**config.mk**
```make
export PLATFORM = sky130hd
export DESIGN_NAME = sdram_word_bridge
export DESIGN_NICKNAME = d
export VERILOG_FILES = /design/src/rtl/sdram_word_bridge.sv
export SDC_FILE = /design/constraint.sdc
export NUM_CORES = 1
export LEC_CHECK = 0
export ABC_AREA = 1
export CORE_AREA = 2 2 146 148
export CTS_CLUSTER_SIZE = 40
export DETAILED_ROUTE_END_ITERATION = 7
export DIE_AREA = 0 0 148 150
export PLACE_DENSITY = 0.54
export SLEW_MARGIN = 20
export SYNTH_ARGS = -nofsm -noshare
export SYNTH_HDL_FRONTEND = slang
export SYNTH_SLANG_ARGS = --single-unit
```
**constraint.sdc**
```tcl
create_clock -name avm_clk -period 2.1 [get_ports avm_clk]
set_input_delay 0.21 -clock avm_clk [delete_from_list [all_inputs] [get_ports avm_clk]]
set_output_delay 0.21 -clock avm_clk [all_outputs]
set_load 0.1 [all_outputs]
```
**src/rtl/sdram_word_bridge.sv**
```systemverilog
// 32-bit word requests split into two 16-bit Avalon-MM transfers.
// Optional read watchdog and sdram_error port: SDRAM_BRIDGE_TIMEOUT_EN.
module sdram_word_bridge #(
   parameter int TIMEOUT_CYCLES = 1024
) (
   input  logic        avm_clk,
   input  logic        avm_rst,
   input  logic [22:0] sdram_addr,
   input  logic        sdram_read,
   input  logic        sdram_write,
   input  logic [31:0] sdram_writedata,
   output logic [31:0] sdram_readdata,
   output logic        sdram_finished,
`ifdef SDRAM_BRIDGE_TIMEOUT_EN
   output logic        sdram_error,
`endif
   output logic [23:0] mem_address,
   output logic        mem_read,
   output logic        mem_write,
   output logic [15:0] mem_writedata,
   output logic [1:0]  mem_byteenable,
   input  logic [15:0] mem_readdata,
   input  logic        mem_readdatavalid,
   input  logic        mem_waitrequest
);

   typedef enum logic [2:0] {
      S_IDLE,
      S_WR_LO,
      S_WR_HI,
      S_RD_LO,
      S_RD_HI,
      S_RD_WAIT,
      S_DONE
   } state_t;

   state_t      r_state;
   logic [22:0] r_addr;
   logic [31:0] r_wdata;
   logic        r_beat;
   logic [15:0] r_asm_lo;
   logic        w_beat_ok;

`ifdef SDRAM_BRIDGE_TIMEOUT_EN
   localparam int WD_W = ($clog2(TIMEOUT_CYCLES) > 0) ?
                         $clog2(TIMEOUT_CYCLES) : 1;
   localparam logic [WD_W-1:0] WD_LIM = WD_W'(TIMEOUT_CYCLES - 1);
   logic [WD_W-1:0] r_wd_cnt;
`endif

   // Beats can land while the high-half read is still being issued.
   assign w_beat_ok = mem_readdatavalid &&
                      (r_state inside {S_RD_LO, S_RD_HI, S_RD_WAIT});

   always_ff @(posedge avm_clk) begin
      if (avm_rst) begin
         r_state        <= S_IDLE;
         r_addr         <= '0;
         r_wdata        <= '0;
         r_beat         <= 1'b0;
         r_asm_lo       <= '0;
         sdram_readdata <= '0;
         sdram_finished <= 1'b0;
         mem_address    <= '0;
         mem_read       <= 1'b0;
         mem_write      <= 1'b0;
         mem_writedata  <= '0;
         mem_byteenable <= 2'b00;
`ifdef SDRAM_BRIDGE_TIMEOUT_EN
         sdram_error    <= 1'b0;
         r_wd_cnt       <= '0;
`endif
      end else begin
         sdram_finished <= 1'b0;
         if (w_beat_ok) begin
            r_beat <= ~r_beat;
            if (!r_beat) r_asm_lo <= mem_readdata;
         end
         unique case (r_state)
            S_IDLE: begin
               if (sdram_write) begin
                  r_addr         <= sdram_addr;
                  r_wdata        <= sdram_writedata;
                  mem_write      <= 1'b1;
                  mem_address    <= {sdram_addr, 1'b0};
                  mem_writedata  <= sdram_writedata[15:0];
                  mem_byteenable <= 2'b11;
                  r_state        <= S_WR_LO;
               end else if (sdram_read) begin
                  r_addr         <= sdram_addr;
                  r_beat         <= 1'b0;
                  mem_read       <= 1'b1;
                  mem_address    <= {sdram_addr, 1'b0};
                  mem_byteenable <= 2'b11;
                  r_state        <= S_RD_LO;
               end
            end
            S_WR_LO: begin
               if (!mem_waitrequest) begin
                  mem_address   <= {r_addr, 1'b1};
                  mem_writedata <= r_wdata[31:16];
                  r_state       <= S_WR_HI;
               end
            end
            S_WR_HI: begin
               if (!mem_waitrequest) begin
                  mem_write      <= 1'b0;
                  mem_byteenable <= 2'b00;
                  sdram_finished <= 1'b1;
                  r_state        <= S_DONE;
               end
            end
            S_RD_LO: begin
               if (!mem_waitrequest) begin
                  mem_address <= {r_addr, 1'b1};
                  r_state     <= S_RD_HI;
               end
            end
            S_RD_HI: begin
               if (!mem_waitrequest) begin
                  mem_read       <= 1'b0;
                  mem_byteenable <= 2'b00;
                  r_state        <= S_RD_WAIT;
`ifdef SDRAM_BRIDGE_TIMEOUT_EN
                  r_wd_cnt       <= '0;
`endif
               end
            end
            S_RD_WAIT: begin
`ifdef SDRAM_BRIDGE_TIMEOUT_EN
               if (r_wd_cnt == WD_LIM) begin
                  sdram_readdata <= 32'hDEAD_BEEF;
                  sdram_error    <= 1'b1;
                  sdram_finished <= 1'b1;
                  r_state        <= S_DONE;
               end else begin
                  r_wd_cnt <= r_wd_cnt + 1'b1;
               end
`else
               r_state <= S_RD_WAIT;
`endif
            end
            S_DONE: begin
               r_state <= S_IDLE;
            end
            default: begin
               r_state <= S_IDLE;
            end
         endcase
         // A real second beat always wins over the watchdog.
         if (w_beat_ok && r_beat) begin
            sdram_readdata <= {mem_readdata, r_asm_lo};
            sdram_finished <= 1'b1;
            mem_read       <= 1'b0;
            mem_byteenable <= 2'b00;
            r_state        <= S_DONE;
         end
      end
   end

endmodule

```
==> results by group <==
Status
  • Status: completed

Clocking
  • Hold-fix buffers, CTS: 0
  • CTS Buf Count: 17
  • TritonCTS clock tree: done
  • Max clock buf depth: 2
  • Clock tree sinks: 135
  • Reg clk slew, reported paths: 0.07 ns
  • Post-CTS Setup Bufs: 0
  • CTS root buffer: clkbuf_16
  • # H-tree levels: 4
  • Worst-Skew Late Latency: 0.42 ns
  • Post-CTS Resized: 0

Timing
  • Period utilization: 90.6%
  • Hold slack: 0.402 ns
  • Max-slew headroom: 60.2%
  • Slew Limit Fails: 0
  • Setup violators final: 0
  • Final Critical Period: 1.90 ns
  • Unrepaired setup endpoints after global routing: false
  • Slew at the pin with the worst max-slew slack: 0.594 ns
  • Fin. Hold Viols: 0
  • Max Freq: 526 MHz
  • Clock skew: 0.00759 ns
  • Total Neg Setup Slack: 0 ns
  • Final WS setup: 0.197 ns

Pwr
  • Register share of total power: 27.4%
  • Internal Power: 6890 µW
  • Cell leakage power: 0.00332 µW
  • Sw frac: 51.5%
  • Peak VDD IR: 850 µV
  • Clock Power Share: 21.8%
  • P_sw: 7310 µW
  • Cell area power density: 1900 mW/mm²
  • Logic pwr share: 50.9%

Floorplanning
  • Num rows: 53
  • Die width: 148 µm
  • Die area: 0.0222 mm²
  • Core area: 0.0207 mm²
  • DIE HEIGHT: 150 µm
  • Io pins: 154
  • Initial Util: 25.6%

Setup path
  • Reg2Reg Depth: 7
  • Crit path launch type: flop
  • Crit path DAT: 2.26 ns
  • Critical Path End Type: flop
  • Crit-path max FO: 16
  • FF-to-FF setup slack: 0.20 ns
  • FF-to-FF End: r_asm_lo[2]$_SDFFE_PP0P_
  • Critical Setup Path Class: reg2reg
  • Reg2reg start: r_state[2]$_SDFFE_PP0P_
  • Critical Path RT: 2.45 ns

Finish
  • Area occupied by multi-input gates: 0.00214 mm²
  • Register cell area after layout: 0.00270 mm²
  • Share of cells above drive strength 1: 15.5%
  • # nets final: 931
  • Number of diodes: 0
  • Post-route cell area: 0.00748 mm²
  • Filler instances: 2181
  • Area Overhead vs Synth: 41.0%

GRT
  • Met3 Use GR: 4.57%
  • Global Route met2 Usage: 21.6%
  • Largest net degree at the start of global routing: 89
  • Total track usage: 13.3%
  • Antenna violations before repair: 0
  • GRT Max-Usage Layer: met2
  • First-pass GRT wire length: 23300 µm
  • Met1 Usage GRT: 16.4%
  • Vias in the first global route: 4590
  • GRT Residual Overflow: 0

Hold path
  • Hold EP: r_wdata[26]$_SDFFE_PP0P_
  • Worst Hold Depth: 3
  • Worst hold path type: in2reg
  • Hold Startpoint: sdram_writedata[26]

Place
  • DP Wirelength: 9910 µm
  • Dpl ws: 0.138 ns
  • Dpl cell area: 0.00687 mm²
  • # port buffers: 153
  • Final Wtd Congestion: 0.729

Logic synthesis
  • Ys Warns: 0
  • Post-Synthesis Cells: 715
  • Share of the synthesized area in the top cell type: 51.0%
  • Avg Inst Size Synth: 7.41 µm²
  • Synth top area cells: dfxtp_1 51%, o21ai_0 15%, nor2_1 13%
  • Yosys cell types: 21
  • Syn Nets: 794
  • Synth area leader: dfxtp_1
  • Sequential area share after synthesis: 51.0%
  • Mapped Area: 0.00530 mm²
  • Flops & latches, synth: 135

Drt
  • DRC violations left: 0
  • Detail Route Antenna Nets: 0
  • Routed WL per cell: 13.0 µm
  • TritonRoute pass-1 iters: 4
  • Via count: 4872
  • Vias per inst: 4.27
  • WL final: 14900 µm
  • DRT iter0 DRCs: 237

Job
  • Max-cap violations: 0
==> sequential cells by signal, summed over array words and instances, names as in the netlist <==
signal,count
r_asm_lo,16
mem_writedata,16
r_beat,1
sdram_finished,1
r_wdata,16
mem_read,1
mem_byteenable,1
r_state,3
mem_address,24
mem_write,1
sdram_readdata,32
r_addr,23
==> power groups by stage <==
stage | Clock, µW | Combinational (µW) | Sequential, µW
2_1_floorplan | 0 | 2590 | 7120
3_3_place_gp | 0 | 7260 | 3950
3_5_place_dp | 0 | 7310 | 3950
4_1_cts | 3180 | 7320 | 3900
5_1_grt | 3280 | 7790 | 3990
6_report | 3090 | 7220 | 3880
==> logic make-up after synthesis <==
family / count (synthesis) / share of synthesized area [%]
DFF: 135 / 51.0
and+or+nand+nor: 260 / 19.5
buffers and inverters: 102 / 8.66
AOI/OAI and AO/OA: 216 / 20.4
adders and majority gates: 2 / 0.472
==> cell usage in the layout (no fill, tap or decap), types with 4 or more instances in the layout <==
cell and count:
inv_2 6, o21ai_0 156, nor2_1 183, clkdlybuf4s50_1 76
a21oi_1 46, dfxtp_1 135, inv_6 5, nand3_1 10
buf_4 84, buf_12 4, clkbuf_16 17, nand2_1 57
inv_8 5, inv_1 49, o21ai_1 14
==> cells in the mapped netlist <==
library cell and number:
ha_1 2, or3_1 1, o21ai_0 156, clkbuf_1 26, nand2_1 57, buf_6 7
nand4_2 1, nor2_1 183, inv_1 50, a21oi_1 46, nor2_4 2, buf_1 2
nand2_2 3, nand3_2 1, o21ai_1 14, buf_2 7, dfxtp_1 135, buf_4 4
nand4_1 2, inv_2 6, nand3_1 10
==> worst max-delay path by stage <==
stage / startpoint / slack (ns) / cells after the start / end
final: r_state[2]$_SDFFE_PP0P_ / 0.20 / 7 / r_asm_lo[2]$_SDFFE_PP0P_
after global routing: r_state[2]$_SDFFE_PP0P_ / 0.0003 / 8 / sdram_readdata[21]$_SDFFE_PP0P_
after CTS: r_state[2]$_SDFFE_PP0P_ / 0.19 / 7 / r_asm_lo[10]$_SDFFE_PP0P_
after detailed placement: sdram_write / 0.14 / 7 / mem_writedata[4]$_SDFFE_PP0P_
after global placement: r_state[2]$_SDFFE_PP0P_ / 0.19 / 7 / r_asm_lo[0]$_SDFFE_PP0P_
after floorplan: r_state[1]$_SDFFE_PP0P_ / 0.44 / 8 / r_asm_lo[10]$_SDFFE_PP0P_
==> worst max-delay path, stage by stage (launching register included) <==
cell     delay, ns
dfxtp_1       0.57
nor2_4        0.09
o21ai_0       0.26
nor2_1        0.11
ha_1          0.21
inv_1         0.39
nor2_1        0.09
nor2_1        0.12
==> layer usage <==
layer	part of all wire, %	vias up
met3	6.1	16
met2	46	95
met4	1.5	0
li1	-	2583
met5	0	-
met1	47	2178
==> metrics by stage <==
step                power (µW)  cells  util [%]
floorplan                 9710    715         -
global placement         11200   1108      33.2
detailed placement       11300   1108      33.2
CTS                      14400   1140      36.1
global route             15100   1140      36.1
finish                   14200   1140      36.1
==> final cells by class <==
type / instances / area share [%]
clock buffers: 17 / 5.69
clock inverters: 15 / 2.43
inverters: 56 / 2.83
multi-input cells: 478 / 28.6
flip-flops and latches: 135 / 36.2
well taps: 275 / 4.60
repair buffers: 164 / 19.7
No activity file was read; power rests on OpenSTA's default activity.
